--- config.mk ---
export PLATFORM = sky130hd
export DESIGN_NAME = mem_stage
export DESIGN_NICKNAME = d
export VERILOG_FILES = /design/src/rtl/mem_stage_pkg.sv /design/src/rtl/mem_stage_rdata_hold.sv /design/src/rtl/mem_stage.sv
export SDC_FILE = /design/constraint.sdc
export NUM_CORES = 1
export LEC_CHECK = 0
export ABC_CLOCK_PERIOD_IN_PS = 1800
export BUFFER_PORTS_ARGS = -buffer_cell sky130_fd_sc_hd__buf_2
export CAP_MARGIN = 5
export CORE_UTILIZATION = 49
export DETAILED_ROUTE_END_ITERATION = 12
export HOLD_SLACK_MARGIN = 0.12
export PLACE_DENSITY_LB_ADDON = 0.12
export SLEW_MARGIN = 20
export SYNTH_ARGS = -nofsm -noshare
export SYNTH_HDL_FRONTEND = slang
export SYNTH_SLANG_ARGS = --single-unit
--- constraint.sdc ---
create_clock -name clk -period 1.8 [get_ports clk]
set_input_delay 0.36 -clock clk [delete_from_list [all_inputs] [get_ports clk]]
set_output_delay 0.36 -clock clk [all_outputs]
set_load 0.03 [all_outputs]
--- src/rtl/mem_stage_pkg.sv ---
// Shared pipeline package: bus widths, field offsets and packed views of the
// EXE->MEM, MEM->WB and MEM forwarding buses.
package mem_stage_pkg;

  localparam int ES_MS_BUS_W = 71;
  localparam int MS_WS_BUS_W = 70;
  localparam int FWD_BUS_W   = 38;

  // es_ms_bus field offsets
  localparam int ES_PC_LSB    = 39;
  localparam int ES_PC_MSB    = 70;
  localparam int ES_GR_WE     = 38;
  localparam int ES_DEST_LSB  = 33;
  localparam int ES_DEST_MSB  = 37;
  localparam int ES_ALU_LSB   = 1;
  localparam int ES_ALU_MSB   = 32;
  localparam int ES_RFM       = 0;

  // ms_ws_bus field offsets
  localparam int MS_PC_LSB    = 38;
  localparam int MS_PC_MSB    = 69;
  localparam int MS_GR_WE     = 37;
  localparam int MS_DEST_LSB  = 32;
  localparam int MS_DEST_MSB  = 36;
  localparam int MS_RES_LSB   = 0;
  localparam int MS_RES_MSB   = 31;

  // ms_fwd_bus field offsets
  localparam int FWD_WE       = 37;
  localparam int FWD_DEST_LSB = 32;
  localparam int FWD_DEST_MSB = 36;
  localparam int FWD_DATA_LSB = 0;
  localparam int FWD_DATA_MSB = 31;

  typedef struct packed {
    logic [31:0] pc;
    logic        gr_we;
    logic [4:0]  dest;
    logic [31:0] alu_result;
    logic        res_from_mem;
  } es_ms_t;

  typedef struct packed {
    logic [31:0] pc;
    logic        gr_we;
    logic [4:0]  dest;
    logic [31:0] final_result;
  } ms_ws_t;

  typedef struct packed {
    logic        we;
    logic [4:0]  dest;
    logic [31:0] data;
  } fwd_t;

  function automatic logic [31:0] sel_result(input logic rfm, input logic [31:0] ld,
                                             input logic [31:0] alu);
    return rfm ? ld : alu;
  endfunction

endpackage

--- src/rtl/mem_stage_rdata_hold.sv ---
// Read-data hold for the MEM stage: the synchronous RAM only shows an
// instruction's load data in its first MEM cycle, so a stall must capture it.
module ms_rdata_hold (
  input  logic        clk,
  input  logic        reset,
  input  logic        i_accept,
  input  logic        i_stall,
  input  logic        i_drain,
  input  logic [31:0] i_rdata,
  output logic [31:0] o_load_data
);

  logic        r_first_cycle;
  logic        r_buf_valid;
  logic [31:0] r_rdata_buf;

  always_ff @(posedge clk) begin
    if (reset) r_first_cycle <= 1'b0;
    else       r_first_cycle <= i_accept;
  end

  // Capture and accept are mutually exclusive: a stall blocks acceptance.
  always_ff @(posedge clk) begin
    if (reset) begin
      r_buf_valid <= 1'b0;
      r_rdata_buf <= 32'h0;
    end else if (i_accept || i_drain) begin
      r_buf_valid <= 1'b0;
    end else if (r_first_cycle && i_stall) begin
      r_buf_valid <= 1'b1;
      r_rdata_buf <= i_rdata;
    end
  end

  assign o_load_data = r_buf_valid ? r_rdata_buf : i_rdata;

endmodule

--- src/rtl/mem_stage.sv ---
// MEM pipeline stage: one-entry register between EXE and WB, load-result
// select and forwarding source for decode.
module mem_stage
  import mem_stage_pkg::*;
(
  input  logic                   clk,
  input  logic                   reset,
  input  logic                   es_to_ms_valid,
  input  logic [ES_MS_BUS_W-1:0] es_ms_bus,
  output logic                   ms_allow_in,
  input  logic                   ws_allow_in,
  output logic                   ms_to_ws_valid,
  output logic [MS_WS_BUS_W-1:0] ms_ws_bus,
  input  logic [31:0]            data_sram_rdata,
  output logic [FWD_BUS_W-1:0]   ms_fwd_bus
);

  logic        r_ms_valid;
  es_ms_t      r_pl;
  es_ms_t      w_es;
  ms_ws_t      w_ws;
  fwd_t        w_fwd;
  logic        w_ready_go;
  logic        w_accept;
  logic        w_leave;
  logic [31:0] w_load_data;
  logic [31:0] w_final;

  assign w_es        = es_ms_t'(es_ms_bus);
  assign w_ready_go  = 1'b1;
  assign ms_allow_in = !r_ms_valid || (w_ready_go && ws_allow_in);
  assign w_accept    = es_to_ms_valid && ms_allow_in;
  assign w_leave     = r_ms_valid && w_ready_go && ws_allow_in;

  always_ff @(posedge clk) begin
    if (reset)            r_ms_valid <= 1'b0;
    else if (ms_allow_in) r_ms_valid <= es_to_ms_valid;
  end

  always_ff @(posedge clk) begin
    if (reset)         r_pl <= '0;
    else if (w_accept) r_pl <= w_es;
  end

  ms_rdata_hold u_hold (
    .clk         (clk),
    .reset       (reset),
    .i_accept    (w_accept),
    .i_stall     (r_ms_valid && !ws_allow_in),
    .i_drain     (w_leave && !w_accept),
    .i_rdata     (data_sram_rdata),
    .o_load_data (w_load_data)
  );

  assign w_final = sel_result(r_pl.res_from_mem, w_load_data, r_pl.alu_result);

  always_comb begin
    w_ws              = '0;
    w_ws.pc           = r_pl.pc;
    w_ws.gr_we        = r_pl.gr_we;
    w_ws.dest         = r_pl.dest;
    w_ws.final_result = w_final;
  end

  // Only the write-enable is qualified; dest/data may show stale payload.
  always_comb begin
    w_fwd      = '0;
    w_fwd.we   = r_ms_valid && r_pl.gr_we;
    w_fwd.dest = r_pl.dest;
    w_fwd.data = w_final;
  end

  assign ms_to_ws_valid = r_ms_valid;
  assign ms_ws_bus      = w_ws;
  assign ms_fwd_bus     = w_fwd;

endmodule

==> results.md, run 1 <==
- Critical Path Sink: ms_fwd_bus[30]
- Final Instance Area: 6736 µm²
- CTS root buf: clkbuf_16
- Row count: 38
- Vias: 4706
- Mean Syn Cell Area: 8.413 µm²
- Clk slew on worst S/H paths: 0.07 ns
- Number of max-cap violations: 0
- Critical path class: register to output port
- CTS tree: done
- CORE AREA: 10940 µm²
- VDD IR max: 0.0005327 V
- Post-route ant nets: 0
- Worst setup SP type: register
- Ranking of synthesized cells by area: dfxtp_1 (38%), a21bo_1 (13%), a21oi_1 (12%)
- Later-pin clock latency in the skew report: about 0.35 ns
- CTS H-tree lvls: 3
- Status: finished with violations
- WP data arrival: 1.46 ns
- Clk buf depth: 2
- Post-synth cell types: 18
- Vias in the first global route: 4289
- Failing checks: setup timing
- Sequential share of the synthesized area: 0.3828
- Yosys top cell area share: 0.3828
- EDFF count, synth: 0
- Hold Slack: about 0.26 ns
- #FFs+latches synth: between 100 and 150
- Fin crit period: 1.818 ns
- Die width: between 100 and 150 µm
- Data required time of the worst path: approximately 1.4 ns
- Layout overhead on the synthesized area: 21.51%
- Drt first pass iters: 4
- Pin count of the biggest net entering global routing: 60
- Slew headroom: 0.6783
- Gr usage total: 0.2206
- Hold Fails Final Rpt: 0
- Num CTS Buffers: 9
- Pwr dens: 875.5 nW/µm²
- Synth warn: 0
- FILL cells: 988
- R2R depth: 4
- Clock sink count: 106
- RSZ-0062 raised after global routing: yes
- Worst Setup SP: u_hold.r_buf_valid$_SDFFE_PP0P_
- Post-Syn Instances: roughly 660
- Hold Path Class: primary input to register
- Fin util: 0.6160
- CP Max Fanout: 10
- Antenna diodes: 0
- Mapped Nets: between 700 and 800
- Critical R2R Launch: ms_to_ws_valid$_SDFFE_PP0P_
- Share of cells above drive strength 1: 0.3784
- Critical path's largest stage delay: 0.38 ns
- Top post-synthesis cells by count: a21oi_1 (137), dfxtp_1 (106), buf_4 (77)
- Crit-path slowest cell: dfxtp_4
- Post-DP Area: around 6200 µm²
- FMAX: roughly 550 MHz
- Most frequent cell after synthesis: a21oi_1
- Dpl ws: 0.2481 ns
- Via density: between 5 and 6
- First-pass GRT wire length: 20.50 mm
- Period utilization: 1.010
- Worst-Margin Slew: 0.4826 ns
- Internal reg-to-reg setup slack: 0.41 ns
- WL/cell: 14.36 µm
- Max Slew Vio Count: 0
- Drt total wl: 13.06 mm
- GRT overflow: 0
- Post-DP HPWL: approximately 8.4 mm
- Main flop type after synthesis: dfxtp_1
- Setup TNS: -0.1214 ns
- Die area: between 10000 and 15000 µm²
- Die Ht: 108.4 µm
- Setup bufs post-CTS: 0
- Initial Util: 0.5070
- Final nets: roughly 870
- Largest area contributor in the netlist: dfxtp_1
- Post-synth ARST share: 0
- Worst Skew: around 0.0073 ns
- Crit path cell chain: clkbuf_16 > mux2i_4 > a21oi_4 > buf_6
- Crit. End Element: output port
- Gpl congestion: 0.7499
- Reg2reg end: r_pl[23]$_SDFFE_PP0P_
- Setup violations, final: 18
- DRC viols: 0
- Pleak: 0.002910 µW
- IO Count: 217
- I/O Buffers: roughly 220
- Final WS setup: -0.01750 ns
- Initial antenna violation count: 0
- Initial DRC count: 274
- Post-Syn Area: 5544 µm²
[routing by layer]
layer / global-route usage / up-vias / part of all wire
li1: - / 2385 / -
met1: 0.2790 / 2188 / 0.45
met2: 0.3703 / 122 / 0.49
met3: 0.04159 / 11 / 0.052
met4: 0.08591 / 0 / 0.013
met5: 0 / - / 0
[kinds of logic (layout without fill, tap and decap cells)]
family	after synthesis	after routing	share of synthesized area
simple gates	174	174	0.1363
flops	106	106	0.3828
buf+inv	138	248	0.1695
compound gates	208	208	0.2519
mux	33	33	0.05958
[how the worst min path moves through the flow]
stage,start,end,slack [ns],cells after the start
floorplan,u_hold.r_rdata_buf[0]$_SDFFE_PP0P_,u_hold.r_rdata_buf[0]$_SDFFE_PP0P_,0.44,2
global placement,u_hold.r_rdata_buf[10]$_SDFFE_PP0P_,u_hold.r_rdata_buf[10]$_SDFFE_PP0P_,0.44,2
detailed placement,u_hold.r_rdata_buf[9]$_SDFFE_PP0P_,u_hold.r_rdata_buf[9]$_SDFFE_PP0P_,0.45,2
CTS,data_sram_rdata[29],u_hold.r_rdata_buf[29]$_SDFFE_PP0P_,0.25,3
global route,es_ms_bus[54],ms_ws_bus[53]$_SDFFE_PP0P_,0.26,3
finish,data_sram_rdata[31],u_hold.r_rdata_buf[31]$_SDFFE_PP0P_,0.26,3
[state kept, by name, indices dropped and copies added (netlist names)]
name                  cells
ms_to_ws_valid            1
u_hold.r_first_cycle      1
u_hold.r_buf_valid        1
u_hold.r_rdata_buf       32
ms_fwd_bus                5
r_pl                     33
ms_ws_bus                33
[area by class of cell]
| cell class | instances | area (µm²) | share of cell area |
|---|---|---|---|
| clock buffer | 13 | 270.3 | 0.04012 |
| clock inverter | 2 | 35.03 | 0.005201 |
| inverter | 1 | 3.754 | 0.0005572 |
| multi-input combinational | 415 | 2698 | 0.4004 |
| sequential | 106 | 2127 | 0.3158 |
| tap | 140 | 175.2 | 0.02600 |
| timing repair buffer | 232 | 1428 | 0.2119 |
[cells in the final DEF (no fill, tap or decap)]
cell	count
buf_2	194
dfxtp_2	1
dfxtp_4	1
dfxtp_1	104
nor2_1	34
a21oi_1	106
nand2_1	65
clkbuf_16	10
mux2i_1	22
clkbuf_4	3
a21oi_4	2
nand3b_1	1
a21bo_1	71
bufinv_16	1
clkinv_2	1
and2_1	1
and3b_1	1
buf_4	14
inv_1	1
nand2b_4	1
clkbuf_8	3
buf_6	11
buf_12	9
nand3_1	71
mux2i_2	7
clkbuf_1	1
mux2i_4	4
a21oi_2	29
[stage by stage]
step                      instances  power, µW
after floorplan                 659       3629
after global placement          893       3834
after detailed placement        893       3851
after CTS                       908       5924
after global routing            909       6166
final                           909       5898
[worst max-delay path, delay by kind of cell (launching register included)]
kind | cells | cell delay [ns]
compound gates | 1 | 0.19
buf+inv | 2 | 0.35
flops | 1 | 0.38
mux | 1 | 0.20
[power by group]
group / internal [µW] / switching (µW)
registers: 2450 / 54.9
logic: 497 / 867
clock network: 1180 / 846
total: 4130 / 1770
[repair_timing]
action	4_1_cts	5_1_grt
hold buffers	0	0
gates cloned	0	1
pin swaps	0	1
resized for setup	23	33
endpoints found under the setup margin	38	64
Power figures use the tool's default switching activity.
==> inputs of run 2 (changes only) <==
Settings changed: CAP_MARGIN 5 to not set, CORE_UTILIZATION 49 to 35.
==> run 2 against run 1 <==
Compared with the run above: the run still ends with setup timing left; largest cell class unchanged; cell count grew 8.5%; sequential share of layout area is 1.1 points lower; wire length is 9.3% higher.
==> results.md, run 2 (synthesis results as in run 1) <==
- VDD IR max: 0.0003926 V (was 0.0005327 V)
- Pwr dens: 831.5 nW/µm² (was 875.5 nW/µm²)
- Layout overhead on the synthesized area: 25.82% (was 21.51%)
- Slew headroom: 0.7734 (was 0.6783)
- Gpl congestion: 0.7513 (was 0.7499)
- Footprint of the multi-input gates: 2739 µm² (was 2698 µm²)
- CTS root buf: clkbuf_16 (unchanged)
- CP Max Fanout: 7 (was 10)
- Share of cells above drive strength 1: 0.3876 (was 0.3784)
- First-pass GRT wire length: 21.93 mm (was 20.50 mm)
- RSZ-0062 raised after global routing: yes (unchanged)
- Post-route ant nets: 0 (unchanged)
- I/O Buffers: 216 (unchanged)
- Worst Setup SP: u_hold.r_buf_valid$_SDFFE_PP0P_ (unchanged)
- Hold Fails Final Rpt: 0 (unchanged)
- Vias in the first global route: 4311 (was 4289)
- Clk slew on worst S/H paths: 0.07 ns (about the same)
- IO Count: 217 (unchanged)
- Crit. End Element: output port (unchanged)
- Num CTS Buffers: 9 (unchanged)
- Period utilization: 1.022 (was 1.010)
- Setup bufs post-CTS: 0 (unchanged)
- Fin crit period: 1.840 ns (was 1.818 ns)
- Placed insts: 967 (was 893)
- Int Power: 3982 µW (was 4130 µW)
- DRC viols: 0 (unchanged)
- CTS tree: done (unchanged)
- Post-CTS Hold Fix Bufs: 0 (unchanged)
- Initial antenna violation count: 1 (was 0)
- Status: finished with violations (unchanged)
- Switching pwr: 1818 µW (was 1768 µW)
- FF/Latch Area: 2127 µm² (unchanged)
- Sw Ratio: 0.3135 (was 0.2997)
- Drt first pass iters: 4 (unchanged)
- Worst Hold Launch: data_sram_rdata[26] (was data_sram_rdata[31])
- FMAX: 543.4 MHz (was 550.2 MHz)
- Final WS setup: -0.04026 ns (was -0.01750 ns)
- Later-pin clock latency in the skew report: 0.34 ns (was 0.35 ns)
- Critical R2R Launch: ms_to_ws_valid$_SDFFE_PP0P_ (unchanged)
- Via density: 4.796 (was 5.177)
- Row count: 45 (was 38)
- WP data arrival: 1.48 ns (was 1.46 ns)
- Drt total wl: 14.28 mm (was 13.06 mm)
- Hold Path Class: primary input to register (unchanged)
- Total power draw: 5800 µW (was 5898 µW)
- Post-DP Area: 6329 µm² (was 6205 µm²)
- Critical path class: register to output port (unchanged)
- Vias: 4729 (was 4706)
- Most frequent cells in the layout: buf_2 (174), a21oi_1 (106), dfxtp_1 (104) (was buf_2 (194), a21oi_1 (106), dfxtp_1 (104))
- Pleak: 0.002942 µW (was 0.002910 µW)
- Final nets: 876 (was 872)
- Die Ht: 127.9 µm (was 108.4 µm)
- Non-filler cells, final: 986 (was 909)
- Number of max-cap violations: 0 (unchanged)
- Worst-Margin Slew: 0.3399 ns (was 0.4826 ns)
- Setup violations, final: 45 (was 18)
- Worst Skew: 0.007097 ns (was 0.007268 ns)
- Initial Util: 0.3620 (was 0.5070)
- Max Slew Vio Count: 0 (unchanged)
- Seq pwr share: 0.432 (was 0.425)
- Clock Power Share: 0.321 (was 0.344)
- Initial DRC count: 193 (was 274)
- Gr usage total: 0.1691 (was 0.2206)
- CTS H-tree lvls: 3 (unchanged)
- Critical Path Sink: ms_ws_bus[14] (was ms_fwd_bus[30])
- Comb pwr share: 0.247 (was 0.231)
- Data required time of the worst path: 1.44 ns (about the same)
- Clk buf depth: 2 (unchanged)
- Fin util: 0.4555 (was 0.6160)
- Pin count of the biggest net entering global routing: 65 (was 60)
- Failing checks: setup timing (unchanged)
- R2R depth: 4 (unchanged)
- Clock sink count: 106 (unchanged)
- Post-DP HPWL: 9.282 mm (was 8.449 mm)
- WL/cell: 14.48 µm (was 14.36 µm)
- Die width: 127.9 µm (was 108.4 µm)
- Reg2reg end: u_hold.r_rdata_buf[10]$_SDFFE_PP0P_ (was r_pl[23]$_SDFFE_PP0P_)
- Final Instance Area: 6975 µm² (was 6736 µm²)
- CORE AREA: 15310 µm² (was 10940 µm²)
- Worst setup SP type: register (unchanged)
- Commonest non-fill, non-tap cell in the layout: buf_2 (unchanged)
- Internal reg-to-reg setup slack: 0.47 ns (was 0.41 ns)
- GRT overflow: 0 (unchanged)
- FILL cells: 1537 (was 988)
- Die area: 16350 µm² (was 11740 µm²)
## run 2: layer usage
metal,GRT usage,share of wire
met1,0.2230,0.47
met2,0.2679,0.47
met3,0.04257,0.051
met4,0.05813,0.012
met5,0,0.00091
## run 2: worst max-delay path, cell delays in order (launching register included)
cell and delay, ns:
dfxtp_4 0.39, clkbuf_16 0.19, mux2i_4 0.19, a21oi_2 0.20, buf_6 0.16
## run 2: layout make-up
type                    instances  share of cell area
clock inverters                 3            0.003408
clock buffers                  13             0.03587
repair buffers                236              0.2244
flip-flops and latches        106              0.3049
well taps                     211             0.03785
multi-input cells             415              0.3926
diodes                          1           0.0003587
inverters                       1           0.0005381
## run 2: metrics by stage
step                      TNS (ns)  hold slack (ns)  setup WS [ns]
after global placement           0           0.4411         0.2952
after detailed placement         0           0.4478         0.3005
after floorplan            -0.2364           0.4360        -0.1182
after CTS                   -1.626           0.2450       -0.05702
final                      -0.7430           0.2620       -0.04026
after global routing        -4.328           0.2528       -0.09228
## run 2: how the worst min path moves through the flow
| stage | to | depth (start not counted) |
|---|---|---|
| floorplan | u_hold.r_rdata_buf[0]$_SDFFE_PP0P_ | 2 |
| global placement | u_hold.r_rdata_buf[9]$_SDFFE_PP0P_ | 2 |
| detailed placement | u_hold.r_rdata_buf[26]$_SDFFE_PP0P_ | 2 |
| CTS | u_hold.r_rdata_buf[26]$_SDFFE_PP0P_ | 3 |
| global route | r_pl[0]$_SDFFE_PP0P_ | 3 |
| finish | u_hold.r_rdata_buf[26]$_SDFFE_PP0P_ | 3 |
## run 2: timing repair
action / CTS / global route
endpoints found under the setup margin: 56 / 64
pin swaps: 2 / 3
resized for setup: 37 / 70
gates cloned: 1 / 1
endpoints found under the hold margin: 0 / 0
## run 2: power groups by stage
stage          Sequential (µW)  Combinational, µW  Clock [µW]
2_1_floorplan             2540               1090           0
3_3_place_gp              2550               1310           0
3_5_place_dp              2560               1320           0
4_1_cts                   2500               1370        1940
5_1_grt                   2520               1540        2020
6_report                  2510               1430        1860
